File: src/rtl/mc_recon.sv
// Motion-compensated reconstruction: reference 16x16 block + signed residual stream -> saturated pixels.
// One write per accepted residual (1 cycle later); res_valid stalls hold all state. MC_SAD_CHECK_EN adds res_sad.
module mc_recon #(
    parameter int WIDTH    = 352,
    parameter int HEIGHT   = 240,
    parameter int MV_RANGE = 16
) (
    input  logic        clk,
    input  logic        rst_n,
    input  logic        start,
    input  logic [31:0] ref_start_addr,
    input  logic [31:0] out_start_addr,
    input  logic [31:0] mb_x_pos,
    input  logic [31:0] mb_y_pos,
    input  logic [5:0]  mv_x,
    input  logic [5:0]  mv_y,
    output logic [31:0] mem_addr,
    input  logic [7:0]  mem_rdata,
    input  logic        res_valid,
    input  logic [8:0]  res_data,
    output logic        res_ready,
    output logic        wr_en,
    output logic [31:0] wr_addr,
    output logic [7:0]  wr_data,
    output logic        mv_err,
    output logic        busy,
`ifdef MC_SAD_CHECK_EN
    output logic [15:0] res_sad,
`endif
    output logic        done
);
    localparam logic [31:0] W32  = 32'(WIDTH);
    localparam int          XMAX = WIDTH - 16;
    localparam int          YMAX = HEIGHT - 16;

    typedef enum logic [2:0] {IDLE, LATCH, RUN, FLUSH, DONE} state_t;
    state_t state, state_nxt;

    logic [31:0]        ref_start_q, out_start_q, mb_x_q, mb_y_q;
    logic [5:0]         mvx_q, mvy_q;
    logic [31:0]        ref_base, out_base, pix_off;
    logic [7:0]         pixel_cnt;
    logic signed [31:0] mvx_s, mvy_s, mvx_c, mvy_c, rx_raw, ry_raw, ref_x, ref_y;
    logic               clip_x, clip_y, hs;
    logic signed [10:0] sum;
    logic [7:0]         sum_sat;

    // MV clip and reference-window clamp, evaluated from the latched inputs during LATCH
    always_comb begin
        mvx_s = {{26{mvx_q[5]}}, mvx_q};
        mvy_s = {{26{mvy_q[5]}}, mvy_q};
        mvx_c = mvx_s;
        mvy_c = mvy_s;
        if (mvx_s > MV_RANGE)       mvx_c = MV_RANGE;
        else if (mvx_s < -MV_RANGE) mvx_c = -MV_RANGE;
        if (mvy_s > MV_RANGE)       mvy_c = MV_RANGE;
        else if (mvy_s < -MV_RANGE) mvy_c = -MV_RANGE;
        clip_x = (mvx_c != mvx_s);
        clip_y = (mvy_c != mvy_s);
        rx_raw = $signed(mb_x_q) + mvx_c;
        ry_raw = $signed(mb_y_q) + mvy_c;
        ref_x  = rx_raw;
        ref_y  = ry_raw;
        if (rx_raw < 0)         ref_x = '0;
        else if (rx_raw > XMAX) ref_x = XMAX;
        if (ry_raw < 0)         ref_y = '0;
        else if (ry_raw > YMAX) ref_y = YMAX;
    end

    assign pix_off = 32'(pixel_cnt[7:4]) * W32 + 32'(pixel_cnt[3:0]);
    assign hs      = (state == RUN) && res_valid;
    assign sum     = $signed({3'b000, mem_rdata}) + $signed({{2{res_data[8]}}, res_data});
    assign sum_sat = sum[10] ? 8'd0 : ((sum > 11'sd255) ? 8'hFF : sum[7:0]);

    always_ff @(posedge clk or negedge rst_n) begin
        if (!rst_n) state <= IDLE;
        else        state <= state_nxt;
    end

    always_comb begin
        state_nxt = state;
        busy      = (state != IDLE);
        done      = (state == DONE);
        res_ready = (state == RUN);
        mem_addr  = '0;
        case (state)
            IDLE:    if (start) state_nxt = LATCH;
            LATCH:   state_nxt = RUN;
            RUN: begin
                mem_addr = ref_base + pix_off;
                if (res_valid && pixel_cnt == 8'hFF) state_nxt = FLUSH;
            end
            FLUSH:   state_nxt = DONE;
            DONE:    if (!start) state_nxt = IDLE;
            default: state_nxt = IDLE;
        endcase
    end

    always_ff @(posedge clk or negedge rst_n) begin
        if (!rst_n) begin
            ref_start_q <= '0;
            out_start_q <= '0;
            mb_x_q      <= '0;
            mb_y_q      <= '0;
            mvx_q       <= '0;
            mvy_q       <= '0;
            ref_base    <= '0;
            out_base    <= '0;
            pixel_cnt   <= '0;
            mv_err      <= 1'b0;
            wr_en       <= 1'b0;
            wr_addr     <= '0;
            wr_data     <= '0;
        end else begin
            wr_en <= hs;
            if (state == IDLE && start) begin
                ref_start_q <= ref_start_addr;
                out_start_q <= out_start_addr;
                mb_x_q      <= mb_x_pos;
                mb_y_q      <= mb_y_pos;
                mvx_q       <= mv_x;
                mvy_q       <= mv_y;
            end
            if (state == LATCH) begin
                mv_err    <= clip_x | clip_y;
                ref_base  <= ref_start_q + $unsigned(ref_y) * W32 + $unsigned(ref_x);
                out_base  <= out_start_q + mb_y_q * W32 + mb_x_q;
                pixel_cnt <= '0;
            end
            if (hs) begin
                wr_data   <= sum_sat;
                wr_addr   <= out_base + pix_off;
                pixel_cnt <= pixel_cnt + 8'd1;
            end
        end
    end

`ifdef MC_SAD_CHECK_EN
    logic [8:0]  res_abs;
    logic [16:0] sad_sum;
    assign res_abs = res_data[8] ? (~res_data + 9'd1) : res_data;
    assign sad_sum = {1'b0, res_sad} + 17'(res_abs);

    always_ff @(posedge clk or negedge rst_n) begin
        if (!rst_n)              res_sad <= '0;
        else if (state == LATCH) res_sad <= '0;
        else if (hs)             res_sad <= sad_sum[16] ? 16'hFFFF : sad_sum[15:0];
    end
`endif
endmodule

File: config.mk
export PLATFORM = sky130hd
export DESIGN_NAME = mc_recon
export DESIGN_NICKNAME = d
export VERILOG_FILES = /design/src/rtl/mc_recon.sv
export SDC_FILE = /design/constraint.sdc
export NUM_CORES = 1
export LEC_CHECK = 0
export BUFFER_PORTS_ARGS = -buffer_cell sky130_fd_sc_hd__buf_4
export CORE_MARGIN = 3
export CORE_UTILIZATION = 50
export DETAILED_ROUTE_END_ITERATION = 7
export PLACE_DENSITY = 0.69
export SYNTH_ARGS = -nofsm -noshare
export SYNTH_HDL_FRONTEND = slang
export SYNTH_SLANG_ARGS = --single-unit
File: constraint.sdc
create_clock -name clk -period 9 [get_ports clk]
set_clock_uncertainty 0.15 [all_clocks]
set_input_delay 0.9 -clock clk [delete_from_list [all_inputs] [get_ports clk]]
set_output_delay 0.9 -clock clk [all_outputs]
set_load 0.02 [all_outputs]
Word level (Yosys, flattened, before mapping)
Index checks and enable logic that the tools add are counted.
{ "classes": {"multipliers": 3, "mux": 17, "eq_ne": 10, "bitwise_logic": 1, "addsub": 11, "reduce_logical": 7, "n_lt_le_gt_ge": 9} }
{ "ops": {"columns": ["op", "n"], "rows": [
  ["$mux 32", 9],
  ["$add 32x32->32", 6],
  ["$add 32x14->32", 2],
  ["$lt 32x1->1 const B", 2],
  ["$mul 32x4->27 const B", 2],
  ["$ne 32x6->1", 2],
  ["$gt 32x10->1 const B", 1],
  ["$gt 32x9->1 const B", 1],
  ["$mux 8", 4],
  ["$pmux 3 s5", 1],
  ["$add 13x4->14", 1],
  ["$gt 6x6->1 const B", 2],
  ["$lt 6x5->1 const B", 2],
  ["$add 9x9->10", 1],
  ["$gt 10x9->1 const B", 1],
  ["$mux 3", 3],
  ["$add 8x1->8 const B", 1],
  ["$eq 8x8->1 const B", 1],
  ["$mul 4x4->8 const B", 1],
  ["$eq 3x2->1 const B", 2],
  ["$ne 2x2->1 const B", 2],
  ["$eq 3x1->1 const B", 1],
  ["$eq 3x3->1 const B", 1],
  ["$logic_and 1x1->1", 3],
  ["other kinds (6)", 6]
]} }
{ "totals": {"out_inout_bits": 77, "register_bits": 257, "in_bits": 161, "wordCells": 72} }

Depth between registers and ports, before layout
{ "depth": {"ltp_word": 10, "depth_mapped": 44, "ltp_nobuf": 44} }

Least setup slack after synthesis
OpenSTA, ideal clock, no wires.
{ "synth_path": {"path_type": "register to register", "from": "register mvy_q[5]", "to": "register ref_base[31]", "t_arrival_ns": 8.065, "synth_period_minus_slack_ns": 8.340, "n_path_buf": 0, "required_time_ns": 8.725, "setup_slack_ns": 0.660, "path_stages_with_launch": 37, "cell_sequence": "dfrtp_1 mux2i_1 inv_1 nand2_1 inv_1 ha_1 a21oi_1 nand4b_1 a31oi_2 nor4b_4 nor3_1 nor4_2 nor2_1 mux2i_1 nor3_1 nor3_1 ha_1 inv_1 fa_1 inv_1 ha_1 nor2b_1 o31ai_1 a221oi_1 nor2_1 xnor2_1 fa_1 ha_1 and3_1 nand3_1 a31oi_1 nor2_1 o31ai_1 a221o_1 a21o_1 xnor3_1 mux2_2"} }
{ "synth_between": {"elab_chain_len": 10} }
{ "synth_lines": {"columns": ["item", "line_no", "source"], "rows": [
  ["start: declaration", "40", "logic [5:0] mvx_q, mvy_q;"],
  ["start signal: assignment", "122", "mvy_q <= mv_y;"],
  ["$lt 6x5->1", "57", "else if (mvy_s < -MV_RANGE) mvy_c = -MV_RANGE;"],
  ["$mux 32", "57", null],
  ["$mux 32 (*)", "56", "if (mvy_s > MV_RANGE) mvy_c = MV_RANGE;"],
  ["$add 32x32->32 (*)", "61", "ry_raw = $signed(mb_y_q) + mvy_c;"],
  ["$gt 32x9->1", "67", "else if (ry_raw > YMAX) ref_y = YMAX;"],
  ["$mux 32", "67", null],
  ["$mux 32 (*)", "66", "if (ry_raw < 0) ref_y = '0;"],
  ["$mul 32x4->27 (*)", "126", "ref_base <= ref_start_q + $unsigned(ref_y) * W32 + $unsigned(ref_x);"],
  ["$add 32x32->32 (*) (2 in series)", "126", null],
  ["end signal: assignment", "126", null],
  ["end: declaration", "41", "logic [31:0] ref_base, out_base, pix_off;"]
]} }
Every way passes the cells marked *; elsewhere a longest branch is shown, timed or not.
A chain may end at the register's enable or synchronous reset.

Final worst setup path
{ "layout_path": {"from": "register mvy_q[3]", "to": "register ref_base[31]"} }
Same word-level chain as after synthesis.

==> results.md <==
- # fillers: 4,295
- Max Cap Violations: 0
- Crit path largest cell delay: 0.44 ns
- Largest net degree at the start of global routing: 119
- Asr flop ratio synth: 100%
- Nets: 3,679
- Unique masters post-synth: 99
- CP max-delay cell: fa_1
- Final hold violations: 0
- GRT Util Overall: 24.8%
- Initial antenna violation count: 1
- Gpl congestion: 0.953
- Mean Syn Cell Area: 8.66 µm²
- Initial Util: 50.9%
- Antenna fix cells: 0
- DR vias: 20,800
- Yosys warns: 0
- Critical Path Fanout Max: 5
- Max H-tree Level: 2
- Mapped cell area: 24,500 µm²
- Maximum buffer depth of the clock tree: 3
- Synth-to-layout area growth: 17.7%
- Final setup viols: 0
- CP arrival: 8.87 ns
- CTS root buf: clkbuf_16
- Reg2Reg Depth: 38
- Core area: 48,100 µm²
- Chip width: 227 µm
- Post-synth EDFFs: 0
- TritonCTS clock tree: done
- Inst Count DP: 3,747
- Post-route clock period utilization: 95.4%
- Die area: 51,700 µm²
- Worst-path clk slew: 0.06 ns
- Total Wirelength: 65,000 µm
- DP Wirelength: 51,800 µm
- DRC viols: 0
- Worst path required time: 9.28 ns
- Area share of the largest cell type after synthesis: 26.2%
- Buffers plus inverters on the worst setup path: 5
- Detailed Routing Iterations Pass 1: 7
- Cell count after synthesis: 2,833
- Slew HR: 27.7%
- Rows: 80
- Global-route wire length before repair: 103,000 µm
- CTS Sinks: 257
- PortBufs: 237
- Skew-Pair Late Insertion Delay: 0.56 ns
- Number of vias per cell: 5.46
- Final Util: 60.0%
- 1st-iter DRT viols: 1,337
- Gr ovfl total: 0
- Drt wl/cell: 17.0 µm
- CP Launch Type: register
- Max Freq: 0.116 GHz
- Ys flop type: dfrtp_1
- Post-synth top area cell: dfrtp_1
- Fraction of layout cells with a size suffix above 1: 15.5%
- Vias in the first global route: 20,400
- Worst-Margin Slew: 1.08 ns
- Status: complete, no violations
- Final slew viol count: 0
- Die height: 227 µm
- Routed Antenna Nets: 0
- Delay-heaviest family, CP: compound AO/OA/AOI/OAI gates
- Ports: 238
- Worst min path class: primary input to async pin
- Crit end category: register
- Sequential element share of the synthesized area: 26.2%
- Crit path kind: register to register
- Non-filler cells, final: 3,817
- Yosys reg bits: 257
- Area contributors post-synth: dfrtp_1 26%, ha_1 14%, fa_1 8.7%
- Cts bufs inserted: 34
- Min Tclk post-route: 8.59 ns
- WP depth: 38
==> worst paths after layout <==
check / slack [ns] / end / startpoint
setup / recovery: 0.41 / ref_base[31] / mvy_q[3]
hold / removal: 0.30 / out_start_q[18] / rst_n
setup reg to reg: 0.41 / ref_base[31] / mvy_q[3]
hold reg to reg: 0.33 / wr_addr[8] / wr_addr[8]
max in group asynchronous: 6.87 / mvy_q[2] / rst_n
min in group clk: 0.33 / wr_addr[8] / wr_addr[8]
==> layout make-up <==
class | count | area, µm² | share of cell area, %
Clock inverter | 13 | 249 | 0.862
Timing Repair Buffer | 264 | 1990 | 6.89
Clock buffer | 49 | 1020 | 3.53
Tap cell | 656 | 821 | 2.84
Multi-Input combinational cell | 2220 | 17000 | 59.0
Inverter | 358 | 1340 | 4.65
Sequential cell | 257 | 6430 | 22.3
==> stage by stage <==
stage / hold WS (ns) / setup slack [ns] / cell area [µm²] / TNS, ns
2_1_floorplan: 0.302 / 0.660 / 24800 / 0
6_report: 0.296 / 0.410 / 28900 / 0
5_1_grt: 0.359 / -0.0150 / 28900 / -0.0150
4_1_cts: 0.330 / 0.00898 / 28600 / 0
3_5_place_dp: 0.324 / -0.0406 / 27300 / -0.0454
3_3_place_gp: 0.318 / 0.309 / 27300 / 0
==> worst reg2reg max path: cells and delay by family, from the launching register on <==
family,cells,cell delay (ns)
xor+xnor,3,0.67
simple gates,9,1.46
mux,2,0.39
flops,1,0.40
buf+inv,5,0.58
fa+ha+maj,6,1.84
compound gates,13,2.99
==> layer usage <==
| layer | GRT usage [%] | vias to the layer above | part of all wire [%] |
|---|---|---|---|
| met5 | 0 | - | 0 |
| met4 | 9.05 | 0 | 3.6 |
| met3 | 2.72 | 109 | 4.3 |
| met2 | 40.0 | 494 | 45 |
| met1 | 34.7 | 9925 | 47 |
| li1 | - | 10300 | - |
==> registers in the layout, indices dropped and copies added (netlist names) <==
register / cells
wr_addr: 32
pixel_cnt: 8
state: 3
wr_en: 1
wr_data: 8
mb_y_q: 32
out_start_q: 32
mvy_q: 6
mv_err: 1
mvx_q: 6
out_base: 32
ref_base: 32
ref_start_q: 32
mb_x_q: 32
==> cells in the final DEF, fill, tap and decap left out, types with 26 or more instances in the layout <==
| master | synthesis | layout |
|---|---|---|
| nor2_1 | 152 | 150 |
| o21a_1 | 30 | 30 |
| ha_1 | 277 | 268 |
| and3_1 | 28 | 26 |
| a21o_1 | 69 | 69 |
| nor3_1 | 47 | 42 |
| mux2_2 | 63 | 63 |
| dfrtp_1 | 257 | 257 |
| xnor2_1 | 112 | 110 |
| clkbuf_16 | 0 | 35 |
| fa_1 | 106 | 106 |
| conb_1 | 2 | 72 |
| buf_4 | 0 | 263 |
| nand3_1 | 47 | 47 |
| o21ai_0 | 268 | 266 |
| inv_1 | 358 | 358 |
| a21oi_1 | 167 | 160 |
| xor2_1 | 82 | 82 |
| nand2_1 | 310 | 309 |
==> kinds of logic after synthesis <==
group / count (synthesis) / synth area share (%)
muxes: 74 / 3.39
other: 2 / 0.0306
adders and majority gates: 383 / 22.8
and+or+nand+nor: 747 / 14.4
xor gates and xnor gates: 196 / 7.09
DFF: 257 / 26.2
AOI/OAI and AO/OA: 747 / 19.4
buffers and inverters: 427 / 6.62
==> cells in the mapped netlist (all sizes together) (12+ instances only) <==
cell    number
and2        18
a21o        69
a21oi      170
o21a        31
o211ai      19
o31ai       18
nor2       152
nand3       48
xor2        82
mux2        63
or3         16
dfrtp      257
a211oi      26
nand4       18
xnor2      113
or2         12
fa         106
nor2b       26
o21ai      279
clkbuf      61
and3        28
nand2b      25
a31oi       22
o21bai      25
ha         277
nand2      310
inv        358
nor3        49
==> timing repair <==
item / CTS / global route
hold buffers: 0 / 0
gates cloned: 1 / 0
gates resized for setup: 5 / 41
endpoints found under the hold margin: 0 / 0
pin swaps: 2 / 17
setup endpoints to repair: 3 / 18
setup buffers: 0 / 7
Power is not shown: default switching activity piles up to over one toggle a cycle in this logic, so the estimate is an artifact.
